$ cat src/rtl/io_pkg.sv
// Shared constants and helpers for the board I/O input conditioning slice.
package io_pkg;

  localparam int IO_WORD_W      = 32;
  localparam int BTN_STICKY_LSB = 8;

  function automatic int clog2(input int value);
    int result;
    result = 0;
    for (int i = 0; i < 31; i++) begin
      if ((1 << i) < value) begin
        result = i + 1;
      end
    end
    return result;
  endfunction

endpackage

$ cat src/rtl/io_debounce_bit.sv
// One raw input bit: flop-chain synchronizer, optional inversion, then a
// hold-time debouncer that only accepts a new value after it stays put.
module io_debounce_bit
  import io_pkg::*;
#(
  parameter int   SYNC_STAGES     = 2,
  parameter int   DEBOUNCE_CYCLES = 500000,
  parameter logic RESET_VAL       = 1'b0,
  parameter logic INVERT          = 1'b0
) (
  input  logic i_clk,
  input  logic i_rst_n,
  input  logic i_raw,
  output logic o_level
);

  localparam int CNT_W = clog2(DEBOUNCE_CYCLES) + 1;
  localparam logic [CNT_W-1:0] CNT_LAST = CNT_W'(DEBOUNCE_CYCLES - 1);

  logic [SYNC_STAGES-1:0] sync_q;
  logic [CNT_W-1:0]       cnt_q, cnt_d;
  logic                   level_q, level_d;
  logic                   syncLevel;

  assign syncLevel = sync_q[SYNC_STAGES-1] ^ INVERT;

  // Any sample that agrees with the accepted level restarts the hold count.
  always_comb begin
    level_d = level_q;
    cnt_d   = '0;
    if (syncLevel != level_q) begin
      if (cnt_q >= CNT_LAST) begin
        level_d = syncLevel;
      end else begin
        cnt_d = cnt_q + 1'b1;
      end
    end
  end

  always_ff @(posedge i_clk or negedge i_rst_n) begin
    if (!i_rst_n) begin
      sync_q  <= {SYNC_STAGES{RESET_VAL}};
      cnt_q   <= '0;
      level_q <= 1'b0;
    end else begin
      sync_q  <= {sync_q[SYNC_STAGES-2:0], i_raw};
      cnt_q   <= cnt_d;
      level_q <= level_d;
    end
  end

  assign o_level = level_q;

endmodule

$ cat src/rtl/io_input_conditioner.sv
// Debounced switch/button words for the core's i_io_sw / i_io_btn buffers,
// with press pulses and write-1-to-clear sticky press flags.
module io_input_conditioner
  import io_pkg::*;
#(
  parameter int N_SW            = 18,
  parameter int N_BTN           = 4,
  parameter bit BTN_ACTIVE_LOW  = 1'b1,
  parameter int SYNC_STAGES     = 2,
  parameter int DEBOUNCE_CYCLES = 500000
) (
  input  logic                 i_clk,
  input  logic                 i_rst_n,
  input  logic [N_SW-1:0]      i_sw_raw,
  input  logic [N_BTN-1:0]     i_btn_raw,
  input  logic [N_BTN-1:0]     i_btn_clr,
  output logic [IO_WORD_W-1:0] o_io_sw,
  output logic [IO_WORD_W-1:0] o_io_btn,
  output logic [N_BTN-1:0]     o_btn_press
);

  logic [N_SW-1:0]  swLevel;
  logic [N_BTN-1:0] btnLevel;
  logic [N_BTN-1:0] btnPrev_q;
  logic [N_BTN-1:0] sticky_q, sticky_d;
  logic [N_BTN-1:0] btnPress;

  for (genvar i = 0; i < N_SW; i++) begin : g_sw
    io_debounce_bit #(
      .SYNC_STAGES    (SYNC_STAGES),
      .DEBOUNCE_CYCLES(DEBOUNCE_CYCLES),
      .RESET_VAL      (1'b0),
      .INVERT         (1'b0)
    ) u_bit (
      .i_clk  (i_clk),
      .i_rst_n(i_rst_n),
      .i_raw  (i_sw_raw[i]),
      .o_level(swLevel[i])
    );
  end

  // Buttons reset to their released pin level and come out active-high.
  for (genvar i = 0; i < N_BTN; i++) begin : g_btn
    io_debounce_bit #(
      .SYNC_STAGES    (SYNC_STAGES),
      .DEBOUNCE_CYCLES(DEBOUNCE_CYCLES),
      .RESET_VAL      (BTN_ACTIVE_LOW),
      .INVERT         (BTN_ACTIVE_LOW)
    ) u_bit (
      .i_clk  (i_clk),
      .i_rst_n(i_rst_n),
      .i_raw  (i_btn_raw[i]),
      .o_level(btnLevel[i])
    );
  end

  assign btnPress = btnLevel & ~btnPrev_q;

  // A new press beats a same-cycle clear so no press is ever lost.
  always_comb begin
    sticky_d = btnPress | (sticky_q & ~i_btn_clr);
  end

  always_ff @(posedge i_clk or negedge i_rst_n) begin
    if (!i_rst_n) begin
      btnPrev_q <= '0;
      sticky_q  <= '0;
    end else begin
      btnPrev_q <= btnLevel;
      sticky_q  <= sticky_d;
    end
  end

  always_comb begin
    o_io_sw                             = '0;
    o_io_sw[N_SW-1:0]                   = swLevel;
    o_io_btn                            = '0;
    o_io_btn[N_BTN-1:0]                 = btnLevel;
    o_io_btn[BTN_STICKY_LSB +: N_BTN]   = sticky_q;
  end

  assign o_btn_press = btnPress;

endmodule
$ cat config.mk
export PLATFORM = sky130hd
export DESIGN_NAME = io_input_conditioner
export DESIGN_NICKNAME = d
export VERILOG_FILES = /design/src/rtl/io_pkg.sv /design/src/rtl/io_debounce_bit.sv /design/src/rtl/io_input_conditioner.sv
export SDC_FILE = /design/constraint.sdc
export NUM_CORES = 1
export LEC_CHECK = 0
export ABC_AREA = 0
export BUFFER_PORTS_ARGS = -buffer_cell sky130_fd_sc_hd__buf_2
export CORE_UTILIZATION = 30
export CTS_BUF_LIST = sky130_fd_sc_hd__clkbuf_8
export DETAILED_ROUTE_END_ITERATION = 10
export SLEW_MARGIN = 10
export SYNTH_ARGS = -nofsm -noshare
export SYNTH_HDL_FRONTEND = slang
export SYNTH_SLANG_ARGS = --single-unit
$ cat constraint.sdc
create_clock -name i_clk -period 2 [get_ports i_clk]
set_input_delay 0.3 -clock i_clk [delete_from_list [all_inputs] [get_ports i_clk]]
set_output_delay 0.3 -clock i_clk [all_outputs]
set_load 0.02 [all_outputs]
# After elaboration in Yosys (flattened, before gate mapping)
# Cells that the tools add are included.
# classes
add_sub_neg,22
order_cmp,22
eq_ne,22
mux,44
bitwise_logic,9
reduce_logical,22
# op_table
operator,n
$mux 20,44
$add 20x1->20 const B,22
$ge 20x19->1 const B,22
$reduce_and 2->1,22
$ne 1x1->1,22
$and 4x4->4,2
$not 4->4,2
$not 1->1,4
$or 4x4->4,1
# word_totals
register_bits,514
in_bits,28
out_inout_bits,68
word_cells,209

# Longest topological paths before layout
# Gate-level depths: netlist of run 1.
# depth
ltp_word,3
ltp_mapped,8
mapped_depth_nobuf,5

# By module
# From an unflattened synthesis of run 1, not the netlist that was laid out.
# unflattened
hier_cells,2769
hier_area_um2,26676.8
# modules_own_cells
mod,instances,cells_each,area_each_um2,seq_area_each_um2
io_debounce_bit (g_sw[0].u_bit ...),18,123,1184.9,575.6
io_debounce_bit (g_btn[0].u_bit ...),4,124,1189.9,578.1
io_input_conditioner,1,59,589.3,200.2

# Worst setup path after synthesis of run 1
# OpenSTA, ideal clock, no wires.
# synth_path
path_kind,register to register
start,register g_btn[1].u_bit.cnt_q[0]
end,register g_btn[1].u_bit.cnt_q[18]
setup_ps,77
t_arrival_ps,1920
required_time_ps,1923
slack_ps,3
path_stages_with_launch,7
n_path_buf,1
synth_period_minus_slack_ps,1997
path_cell_list,dfrtp_1 > ha_1 > nand3_1 > or4_1 > buf_2 > or4_1 > a21oi_1
# synth_via
elab_chain_cells,3
elab_cells_between_ends,4
cone_classes,add/sub (1); order compare (1); mux (2)
# synth_rtl
element,line_no,source
start: declaration,io_debounce_bit.sv:21,"logic [CNT_W-1:0] cnt_q, cnt_d;"
start signal: assignment,io_debounce_bit.sv:47,cnt_q <= cnt_d;
$add 20x1->20 or $ge 20x19->1 (tied branches),"io_debounce_bit.sv:35, io_debounce_bit.sv:32",
$mux 20 (*),io_debounce_bit.sv:32,if (cnt_q >= CNT_LAST) begin
$mux 20 (*),io_debounce_bit.sv:31,if (syncLevel != level_q) begin
named net g_btn[1].u_bit.cnt_d[18],io_debounce_bit.sv:21,
# The timed path passes the listed nets; every way through them passes the cells marked *.
# A chain may end at the register's enable or synchronous reset.

# Final worst setup path of run 1
# layout_path
start,register g_sw[12].u_bit.cnt_q[14]
end,register g_sw[12].u_bit.cnt_q[16]
# layout_via
elab_chain_cells,3
elab_cells_between_ends,4
cone_classes,add/sub (1); order compare (1); mux (2)
# layout_rtl
element,line_no
start: declaration,io_debounce_bit.sv:21
start signal: assignment,io_debounce_bit.sv:47
$add 20x1->20 or $ge 20x19->1 (tied branches),"io_debounce_bit.sv:35, io_debounce_bit.sv:32"
$mux 20 (*),io_debounce_bit.sv:32
$mux 20 (*),io_debounce_bit.sv:31
named net g_sw[12].u_bit.cnt_d[16],io_debounce_bit.sv:21
# Marks and branches as above.

==> implementation parameters, run 1 <==
Parameter                              Value

Outcome
  Status ... finished, final reports clean

Clock tree
  Clock insertion delay at the later pin of the skew report ... 0.68 ns
  TritonCTS sink count ... 514
  Bufs on Longest Clock Path ... 3
  Clock transition at the registers of the reported paths ... 0.05 ns
  TritonCTS clock tree ... built
  H-tree depth ... 3
  Num CTS Buffers ... 95
  Cell at the root of the clock tree ... clkbuf_8

Routing
  Wire length per cell ... 12.1 µm
  Remaining design rule violation count ... 0
  Drt pass-1 iters ... 5
  Total number of vias ... 18.5k
  Via-to-Cell Ratio ... 4.69
  ANT nets after route ... 0
  DRC marker count from the first detailed-route iteration ... 748
  Wirelength, routed ... 47400 µm

Yosys
  Count of state elements after synthesis ... 514
  Cell count after synthesis ... 2540
  EDFF count, synth ... 0
  Post-synth top area share ... 50.8%
  Dominant synthesized flop cell ... dfrtp_1
  Number of distinct library cell variants in the gate-level netlist after synthesis ... 46
  Share of async-settable or async-resettable flops after synthesis ... 100%
  Leading post-synthesis cells by cell area ... dfrtp_1 51%, xnor2_1 5.9%, nor2_1 5.1%
  Post-synthesis instance area ... 0.0249 mm²
  Count of warnings emitted by yosys ... 0
  Sequential fraction of the synthesis area ... 51.7%
  Syn_area_per_cell ... 9.81 µm²
  Cell type contributing the most total cell area after synthesis ... dfrtp_1

STA
  Number of max-slew violations in the final report ... 0
  Final worst path period share ... 97.1%
  Worst rel slew slack ... 61.1%
  Post-layout min period ... 1.94 ns
  Total count of hold-check failures in the final report ... 0
  Total Negative Setup Slacks ... 0 ns
  Maximum clock skew at final layout ... 0.0342 ns
  Post-route worst hold slack ... 0.103 ns
  Setup repair after global routing missed its margin ... no
  Final setup slack of the worst path ... 0.0587 ns
  Final Setup Violations ... 0
  Fmax ... 515 MHz
  Worst slew pin tran ... 0.578 ns

Finish
  Layout net count ... 2839
  Synth-to-Final Area Change ... 19.5%
  Proportion of layout cells with a drive suffix above 1 ... 15.0%
  Most common cell after layout, fill and taps aside ... dfrtp_1
  Final cell count without fillers ... 3935
  Top library cells by usage in the layout, fill and taps aside ... 506 x dfrtp_1, 339 x nor2_1, 167 x xnor2_1, 165 x nand3_1, 156 x a21oi_1

Critical path
  CP startpoint kind ... register
  Slowest stage cell, crit path ... or4b_2
  Worst setup EP type ... register
  CP Data Arrival Time ... 2.50 ns
  End of the worst register-to-register path ... g_sw[12].u_bit.cnt_q[16]
  Worst R2R Path Depth ... 5
  Cell chain of the critical path ... or4b_2, a211oi_1, a211o_1, buf_12, a21oi_1
  Max incr delay on CP ... 0.68 ns
  Worst reg2reg setup slack ... 0.06 ns
  Class of the most critical setup path ... reg2reg
  Data required, critical path ... 2.56 ns
  Largest fanout on the critical path ... 19
  R2r startpoint ... g_sw[12].u_bit.cnt_q[14]

Global routing
  Number of global-route vias before repair ... 18.1k
  Global-route wire length before repair ... 83900 µm
  Initial antenna violation count ... 1
  Largest net degree at the start of global routing ... 74
  Total global-route track usage ... 11.5%
  Overall overflow remaining after global route ... 0

Die
  Effective utilization at floorplan ... 30.3%
  Standard-cell row count ... 105
  Placeable core area ... 0.0821 mm²
  Die Footprint ... 0.0842 mm²
  Die W ... 290 µm
  Die height ... 290 µm
  Number of I/O pins ... 96

Place
  Worst setup slack before clock tree synthesis ... 0.0398 ns
  Number of cells after detailed placement ... 3735
  HPWL after detailed placement ... 31600 µm
  Final GP Congestion ... 0.798
  Buffers added on ports ... 57

Worst hold path
  Kind of path behind the tightest hold check ... in2async

Power and ir drop
  IR Drop Worst-Case VDD ... 437 µV
  Pwr dens ... 757 mW/mm²
  Reported leakage power ... 12.0 nW

Flow run
  Max-capacitance violation count ... 0
==> sequential cells by signal, summed over array words and instances (netlist names) <==
name and count:
g_btn.u_bit.o_level 4, g_btn.u_bit.cnt_q 80, g_btn.u_bit.sync_q 8, g_sw.u_bit.sync_q 36
btnPrev_q 4, g_sw.u_bit.cnt_q 360, g_sw.u_bit.o_level 18, sticky_q 4
==> per-layer routing <==
metal | track usage, % | vias to the layer above | wire length [µm]
met2 | 18.8 | 185 | 21800
met4 | 4.51 | 0 | 1160
met1 | 14.9 | 8754 | 22900
met3 | 2.29 | 91 | 1620
li1 | - | 9434 | -
met5 | 0 | - | 0
==> what timing repair did <==
| action | in CTS | in global routing |
|---|---|---|
| hold buffers | 27 | 0 |
| endpoints found under the setup margin | 0 | 31 |
| buffers inserted | 0 | 0 |
| resized for setup | 0 | 12 |
| hold endpoints to repair | 428 | 0 |
==> worst max path at each step <==
| stage | start | end | slack (ns) | cells after the start |
|---|---|---|---|---|
| after floorplan | g_btn[1].u_bit.cnt_q[0] | g_btn[1].u_bit.cnt_q[18] | 0.003 | 6 |
| after global placement | g_sw[3].u_bit.cnt_q[13] | g_sw[3].u_bit.cnt_q[18] | 0.11 | 4 |
| after detailed placement | g_sw[3].u_bit.cnt_q[13] | g_sw[3].u_bit.cnt_q[18] | 0.04 | 4 |
| after CTS | g_sw[3].u_bit.cnt_q[13] | g_sw[3].u_bit.cnt_q[18] | 0.03 | 4 |
| after global routing | g_sw[13].u_bit.cnt_q[14] | g_sw[13].u_bit.cnt_q[13] | 0.004 | 5 |
| final | g_sw[12].u_bit.cnt_q[14] | g_sw[12].u_bit.cnt_q[16] | 0.06 | 5 |
==> area by class of cell <==
type	count	area (µm²)
Tap cell	1070	1340
Timing Repair Buffer	232	2040
Clock inverter	49	320
Antenna cell	1	2.50
Fill cell	8204	52300
Multi-Input combinational cell	1861	11200
Sequential cell	514	12900
Clock buffer	123	1690
Inverter	85	319
==> stage by stage <==
stage                     power (mW)  area [µm²]  util (%)
after floorplan                 11.7       25100         -
after global placement          12.3       27400      33.4
after detailed placement        12.3       27400      33.4
after CTS                       23.1       29700      36.2
after global routing            23.7       29800      36.2
final                           22.5       29800      36.2
==> report_power, final <==
part / internal [mW] / switching, mW / total (mW)
registers: 10.6 / 0.165 / 10.8
clock network: 5.92 / 4.45 / 10.4
logic: 0.523 / 0.831 / 1.35
total: 17.1 / 5.45 / 22.5
==> synth_stat cells (all sizes together), types with 2 or more instances <==
library cell and count:
nor2 339, or4b 26, or4 51, a31o 9
o31ai 37, inv 85, nand2 120, o21ai 59
o22ai 4, o211ai 2, nor3 102, mux2 18
o41ai 4, a21o 2, mux2i 4, or2 11
clkbuf 33, nor4 57, and2 10, nand4 121
o21bai 20, and3 39, buf 106, xnor2 167
and4 33, dfstp 8, dfrtp 506, ha 22
a211o 20, nand3 166, or3 70, nand3b 8
a21oi 156, xor2 115
==> critical path: cells and delay by family, from the launching register on <==
family / cells / cell delay [ns]
DFF: 1 / 0.37
and+or+nand+nor: 1 / 0.68
AOI/OAI and AO/OA: 3 / 0.63
buffers and inverters: 1 / 0.15
==> cells by family (layout without fill, tap and decap cells) <==
kind of cell | count (synthesis) | after routing | share of synthesized area, %
simple gates | 1156 | 1156 | 24.1
fa+ha+maj | 22 | 22 | 1.11
xor+xnor | 282 | 282 | 9.92
mux | 22 | 22 | 0.975
other cells | 1 | 61 | 0.0151
buf+inv | 224 | 489 | 4.54
compound gates | 319 | 319 | 7.63
flops | 514 | 514 | 51.7
No activity file was read; power rests on OpenSTA's default activity.
==> inputs of run 2 (changes only) <==
Settings changed: CORE_MARGIN from default to 2, CTS_BUF_LIST sky130_fd_sc_hd__clkbuf_8 to default.
==> run 2 against run 1 <==
  * Register-to-register slack improved by 0.04 ns
  * Fmax rose by 2.0%
  * Hold slack improved by 0.090 ns
  * Wire length fell by 0.38%
  * Via count fell by 0.34%
==> implementation parameters, run 2 (same netlist as run 1, synthesis figures left out) <==
Parameter                              Value

Outcome
  Status ... finished, final reports clean

Finish
  Number of flip-flops under the largest register name ... 360 (unchanged)
  Area of the multi-input gates ... 0.0112 mm² (+0.10%)
  Filler Cells Inserted ... 8221 (+0.21%)
  Sequential cell area ... 0.0129 mm² (about the same)
  Registers with the most flip-flops ... g_sw.u_bit.cnt_q x360, g_btn.u_bit.cnt_q x80, g_sw.u_bit.sync_q x36
  Proportion of layout cells with a drive suffix above 1 ... 14.0% (-1.0 points)
  Most common cell after layout, fill and taps aside ... dfrtp_1
  Top library cells by usage in the layout, fill and taps aside ... 505 x dfrtp_1, 339 x nor2_1, 167 x xnor2_1, 165 x nand3_1, 156 x a21oi_1
  Register with the most flip-flops ... g_sw.u_bit.cnt_q
  Final core occ ... 36.2% (about the same)
  Layout net count ... 2802 (-1.3%)
  Synth-to-Final Area Change ... 19.5% (about the same)
  Ant. Diodes ... 0 (-1)

Place
  Final GP Congestion ... 0.772 (-3.3%)
  HPWL after detailed placement ... 31300 µm (-1.2%)
  Buffers added on ports ... 57 (unchanged)

Critical path
  CP startpoint kind ... register
  Cell chain of the critical path ... or4b_2, nor3_1, a211o_1, buf_4, a21oi_1
  CP Data Arrival Time ... 2.38 ns (-0.12 ns)
  Worst reg2reg setup slack ... 0.1 ns (+0.04 ns)
  Largest fanout on the critical path ... 11 (-8)
  Max incr delay on CP ... 0.67 ns (about the same)
  Top cell family by delay on the critical path ... simple AND/OR/NAND/NOR gates
  Buffering stage count on the worst path with inverters included ... 1 (unchanged)
  Worst setup EP type ... register
  Data required, critical path ... 2.48 ns (-0.08 ns)
  Class of the most critical setup path ... reg2reg
  Slowest stage cell, crit path ... or4b_2

STA
  Worst rel slew slack ... 55.9% (-5.1 points)
  Setup repair after global routing missed its margin ... no
  Maximum clock skew at final layout ... 0.0183 ns (-0.0159 ns)
  Fmax ... 526 MHz (+2.0%)
  Total count of hold-check failures in the final report ... 0 (unchanged)
  Post-layout min period ... 1.90 ns (-0.0389 ns)
  Worst slew pin tran ... 0.655 ns (+0.0764 ns)
  Final Setup Violations ... 0 (unchanged)
  Post-route worst hold slack ... 0.193 ns (+0.0896 ns)
  Number of max-slew violations in the final report ... 0 (unchanged)
  Total Negative Setup Slacks ... 0 ns (unchanged)
  Final worst path period share ... 95.1% (-1.9 points)

Power and ir drop
  Flop pwr share ... 45.8% (-2.1 points)
  Total power draw ... 23.5 mW (+4.4%)
  Pwr dens ... 791 mW/mm² (+4.5%)
  Switching component of the power ... 5.38 mW (-1.3%)
  Reported leakage power ... 11.8 nW (-1.6%)
  Sw Ratio ... 22.9% (-1.3 points)
  IR Drop Worst-Case VDD ... 642 µV (+47%)
  Power share of the clock group ... 48.4% (+2.3 points)
  Cell Int Power ... 18.1 mW (+6.3%)
  Comb pwr share ... 5.7% (-0.3 points)

Routing
  DRC marker count from the first detailed-route iteration ... 1012 (+35%)
  Via-to-Cell Ratio ... 4.75 (+1.3%)
  ANT nets after route ... 0 (unchanged)
  Wirelength, routed ... 47200 µm (-0.38%)
  Drt pass-1 iters ... 5 (unchanged)
  Total number of vias ... 18.4k (-0.34%)
  Remaining design rule violation count ... 0 (unchanged)
  Wire length per cell ... 12.2 µm (+1.3%)

Clock tree
  Num CTS Buffers ... 60 (-37%)
  Cell at the root of the clock tree ... clkbuf_16
  Clock insertion delay at the later pin of the skew report ... 0.61 ns (-0.07 ns)
  Bufs on Longest Clock Path ... 3 (unchanged)
  Clock transition at the registers of the reported paths ... 0.06 ns (about the same)
  H-tree depth ... 2 (-1)
  Total setup buffers inserted after CTS ... 0 (unchanged)
  TritonCTS clock tree ... built
  TritonCTS sink count ... 514 (unchanged)

Die
  Number of I/O pins ... 96 (unchanged)
  Die W ... 292 µm (+0.69%)
  Effective utilization at floorplan ... 30.3% (unchanged)
  Standard-cell row count ... 105 (unchanged)
  Placeable core area ... 0.0821 mm² (unchanged)
  Die Footprint ... 0.0853 mm² (+1.4%)
  Die height ... 292 µm (+0.69%)

Flow run
  Max-capacitance violation count ... 0 (unchanged)

Global routing
  Largest net degree at the start of global routing ... 74 (unchanged)
  Total global-route track usage ... 11.2% (-0.27 points)
  Initial antenna violation count ... 0 (-1)
  Number of global-route vias before repair ... 18.1k (-0.27%)
  Global-route wire length before repair ... 83900 µm (about the same)
  Overall overflow remaining after global route ... 0 (unchanged)

Worst hold path
  Kind of path behind the tightest hold check ... in2async
==> run 2: through the flow <==
| step | instance area (µm²) | worst slack [ns] | instances |
|---|---|---|---|
| after floorplan | 25100 | 0.00298 | 2599 |
| after global placement | 27300 | 0.0789 | 3733 |
| after detailed placement | 27300 | 0.0226 | 3733 |
| after CTS | 29700 | 0.0126 | 3870 |
| after global routing | 29800 | 0.00443 | 3870 |
| final | 29800 | 0.0976 | 3870 |
==> run 2: final cells by class <==
class / count / share of cell area [%]
Clock buffer: 85 / 5.80
Inverter: 85 / 1.07
Timing Repair Buffer: 230 / 6.55
Sequential cell: 514 / 43.3
Tap cell: 1070 / 4.50
Clock inverter: 25 / 1.22
Multi-Input combinational cell: 1861 / 37.6
==> run 2: timing repair <==
item                                    in CTS  in global routing
endpoints found under the setup margin       0                 98
hold buffers                                27                  0
hold endpoints to repair                   389                  0
gates resized for setup                      0                 16
==> run 2: worst paths after layout <==
| check | from | to | depth (start not counted) |
|---|---|---|---|
| setup / recovery | g_sw[2].u_bit.cnt_q[14] | g_sw[2].u_bit.cnt_q[13] | 5 |
| hold / removal | i_rst_n | g_sw[5].u_bit.sync_q[0] | 2 |
| setup reg to reg | g_sw[2].u_bit.cnt_q[14] | g_sw[2].u_bit.cnt_q[13] | 5 |
| hold reg to reg | g_btn[3].u_bit.sync_q[0] | g_btn[3].u_bit.sync_q[1] | 0 |
| max in group asynchronous | i_rst_n | g_btn[2].u_bit.sync_q[0] | 4 |
| min in group i_clk | i_sw_raw[17] | g_sw[17].u_bit.sync_q[0] | 2 |
==> run 2: power by group through the flow <==
stage / logic [mW] / clock network, mW / registers (mW)
floorplan: 0.789 / 0 / 11.0
global placement: 1.34 / 0 / 11.0
detailed placement: 1.35 / 0 / 11.0
CTS: 1.39 / 11.9 / 10.8
global route: 1.53 / 12.3 / 10.8
finish: 1.35 / 11.4 / 10.8
==> run 2: layer usage <==
metal	track usage, %	up-vias	routed length [µm]
met5	0	-	0
met4	2.79	0	878
met3	2.18	66	1580
met2	18.6	157	22000
met1	15.0	8828	22800
li1	-	9350	-
==> inputs of run 3 (changes only) <==
Clock period 2 ns to 1.9 ns, I/O delays scaled along.
==> run 3 against run 2 <==
  * Sequential power is 5% higher
  * Clock power increased by 8%
  * Combinational power rose by 12%
  * Clock skew grew 0.0042 ns
  * First-iteration DRC count decreased by 16%
  * Global-route usage is 0.12 points higher
  * Total power increased by 6.8%
  * Die area unchanged
  * Via count up 2.1%
  * Largest power group unchanged
==> implementation parameters, run 3 (same netlist as run 1, synthesis figures left out) <==
Parameter                              Value

Clock tree
  H-tree depth ... 2 (unchanged)
  Bufs on Longest Clock Path ... 3 (unchanged)
  Cell at the root of the clock tree ... clkbuf_16
  Clock transition at the registers of the reported paths ... 0.06 ns (about the same)
  TritonCTS clock tree ... built
  Num CTS Buffers ... 60 (unchanged)
  Clock insertion delay at the later pin of the skew report ... 0.61 ns (about the same)
  TritonCTS sink count ... 514 (unchanged)

Place
  Final GP Congestion ... 0.784 (+1.5%)
  HPWL after detailed placement ... 32500 µm (+4.1%)
  Number of cells after detailed placement ... 3811 (+2.1%)
  Worst setup slack before clock tree synthesis ... -0.0113 ns (-0.0339 ns)
  Buffers added on ports ... 57 (unchanged)

Finish
  Final core occ ... 37.4% (+1.1 points)
  Layout net count ... 2888 (+3.1%)
  Sequential cell area ... 0.0129 mm² (unchanged)
  Proportion of layout cells with a drive suffix above 1 ... 17.6% (+3.6 points)
  Final cell count without fillers ... 3957 (+2.2%)
  Most common cell after layout, fill and taps aside ... dfrtp_1
  Registers with the most flip-flops ... g_sw.u_bit.cnt_q x360, g_btn.u_bit.cnt_q x80, g_sw.u_bit.sync_q x36
  Area of the multi-input gates ... 0.0113 mm² (+1.2%)
  Register with the most flip-flops ... g_sw.u_bit.cnt_q
  Ant. Diodes ... 0 (unchanged)
  Top library cells by usage in the layout, fill and taps aside ... 505 x dfrtp_1, 339 x nor2_1, 202 x buf_4, 167 x xnor2_1, 165 x nand3_1
  Filler Cells Inserted ... 8144 (-0.94%)
  Number of flip-flops under the largest register name ... 360 (unchanged)
  Synth-to-Final Area Change ... 23.1%

Routing
  Wirelength, routed ... 47500 µm (+0.63%)
  Wire length per cell ... 12.0 µm (-1.6%)
  Drt pass-1 iters ... 5 (unchanged)
  DRC marker count from the first detailed-route iteration ... 853 (-16%)
  Remaining design rule violation count ... 0 (unchanged)
  Total number of vias ... 18.8k (+2.1%)
  Via-to-Cell Ratio ... 4.75 (-0.15%)
  ANT nets after route ... 0 (unchanged)

STA
  Maximum clock skew at final layout ... 0.0225 ns (+0.00417 ns)
  Number of max-slew violations in the final report ... 0 (unchanged)
  Setup repair after global routing missed its margin ... yes
  Worst rel slew slack ... 61.6% (+5.6 points)
  Worst slew pin tran ... 0.571 ns (-0.0839 ns)
  Final setup slack of the worst path ... 0.0746 ns (-0.0231 ns)
  Total Negative Setup Slacks ... 0 ns (unchanged)
  Total count of hold-check failures in the final report ... 0 (unchanged)
  Final Setup Violations ... 0 (unchanged)
  Fmax ... 548 MHz (+4.2%)
  Post-layout min period ... 1.83 ns (-0.0769 ns)
  Final worst path period share ... 96.1% (+0.96 points)

Global routing
  Overall overflow remaining after global route ... 0 (unchanged)
  Global-route wire length before repair ... 84600 µm (+0.83%)
  Number of global-route vias before repair ... 18.3k (+1.4%)
  Total global-route track usage ... 11.3% (+0.12 points)
  Largest net degree at the start of global routing ... 54 (-27%)
  Initial antenna violation count ... 0 (unchanged)

Critical path
  Max incr delay on CP ... 0.58 ns (-0.09 ns)
  Top cell family by delay on the critical path ... simple AND/OR/NAND/NOR gates
  Cell chain of the critical path ... buf_4, nand2_1, or4_4, or4_1, a21oi_1
  Largest fanout on the critical path ... 8 (-3)
  Worst R2R Path Depth ... 5 (unchanged)
  Slowest stage cell, crit path ... or4_4
  Worst setup EP type ... register
  Buffering stage count on the worst path with inverters included ... 1 (unchanged)
  CP Data Arrival Time ... 2.35 ns (-0.03 ns)
  CP startpoint kind ... register
  Class of the most critical setup path ... reg2reg
  Number of stages on the worst setup path ... 5 (unchanged)
  Data required, critical path ... 2.43 ns (-0.05 ns)

Die
  Effective utilization at floorplan ... 30.3% (unchanged)
  Die height ... 292 µm (unchanged)
  Standard-cell row count ... 105 (unchanged)
  Die W ... 292 µm (unchanged)
  Die Footprint ... 0.0853 mm² (unchanged)
  Placeable core area ... 0.0821 mm² (unchanged)
  Number of I/O pins ... 96 (unchanged)

Worst hold path
  Kind of path behind the tightest hold check ... in2async

Power and ir drop
  IR Drop Worst-Case VDD ... 701 µV (+9.2%)
  Reported leakage power ... 12.4 nW (+4.7%)
  Total power draw ... 25.1 mW (+6.8%)
  Pwr dens ... 819 mW/mm² (+3.6%)

Flow run
  Max-capacitance violation count ... 0 (unchanged)

Outcome
  Status ... finished, final reports clean
## run 3: changes by cell type in the layout (fill, tap and decap cells not counted), sizes merged
| cell | previous run | this run |
|---|---|---|
| clkinvlp | 4 | 5 |
| clkinv | 12 | 16 |
| clkbuf | 85 | 76 |
| inv | 86 | 88 |
| buf | 203 | 289 |
| bufinv | 8 | 11 |
## run 3: per-layer routing
metal	wire, µm	global-route usage [%]	vias to the layer above
li1	-	-	9539
met1	23000	15.4	8986
met2	22000	18.6	197
met3	1550	2.01	65
met4	984	3.09	0
met5	0	0	-
## run 3: repair_timing
action | CTS | global route
hold buffers | 27 | 0
buffers inserted | 0 | 8
hold endpoints to repair | 334 | 0
resized for setup | 1 | 31
pin swaps | 0 | 11
endpoints found under the setup margin | 1 | 150
## run 3: power by group
| part | switching, mW | internal, mW |
|---|---|---|
| clock network | 4.64 | 7.64 |
| registers | 0.161 | 11.2 |
| logic | 0.912 | 0.596 |
## run 3: worst paths after layout
kind                       slack, ns                       end                startpoint
max in group asynchronous       0.97   g_sw[1].u_bit.cnt_q[13]                   i_rst_n
hold / removal                  0.16  g_sw[12].u_bit.cnt_q[10]                   i_rst_n
setup / recovery                0.07   g_sw[3].u_bit.cnt_q[18]   g_sw[3].u_bit.cnt_q[14]
setup reg to reg                0.07   g_sw[3].u_bit.cnt_q[18]   g_sw[3].u_bit.cnt_q[14]
min in group i_clk              0.31   g_sw[2].u_bit.sync_q[0]               i_sw_raw[2]
hold reg to reg                 0.34  g_sw[17].u_bit.sync_q[1]  g_sw[17].u_bit.sync_q[0]
## run 3: layout make-up
type                    count  share of cell area [%]
flip-flops and latches    514                    42.0
multi-input cells        1861                    36.9
repair buffers            316                    8.72
clock buffers              76                    5.38
well taps                1070                    4.37
clock inverters            35                    1.62
inverters                  85                    1.04
## run 3: per-stage QoR
| stage | cell area (µm²) | hold slack, ns |
|---|---|---|
| after global routing | 30700 | 0.154 |
| after detailed placement | 28100 | 0.200 |
| final | 30700 | 0.157 |
| after floorplan | 25300 | -0.0106 |
| after CTS | 30500 | 0.121 |
| after global placement | 28100 | 0.206 |
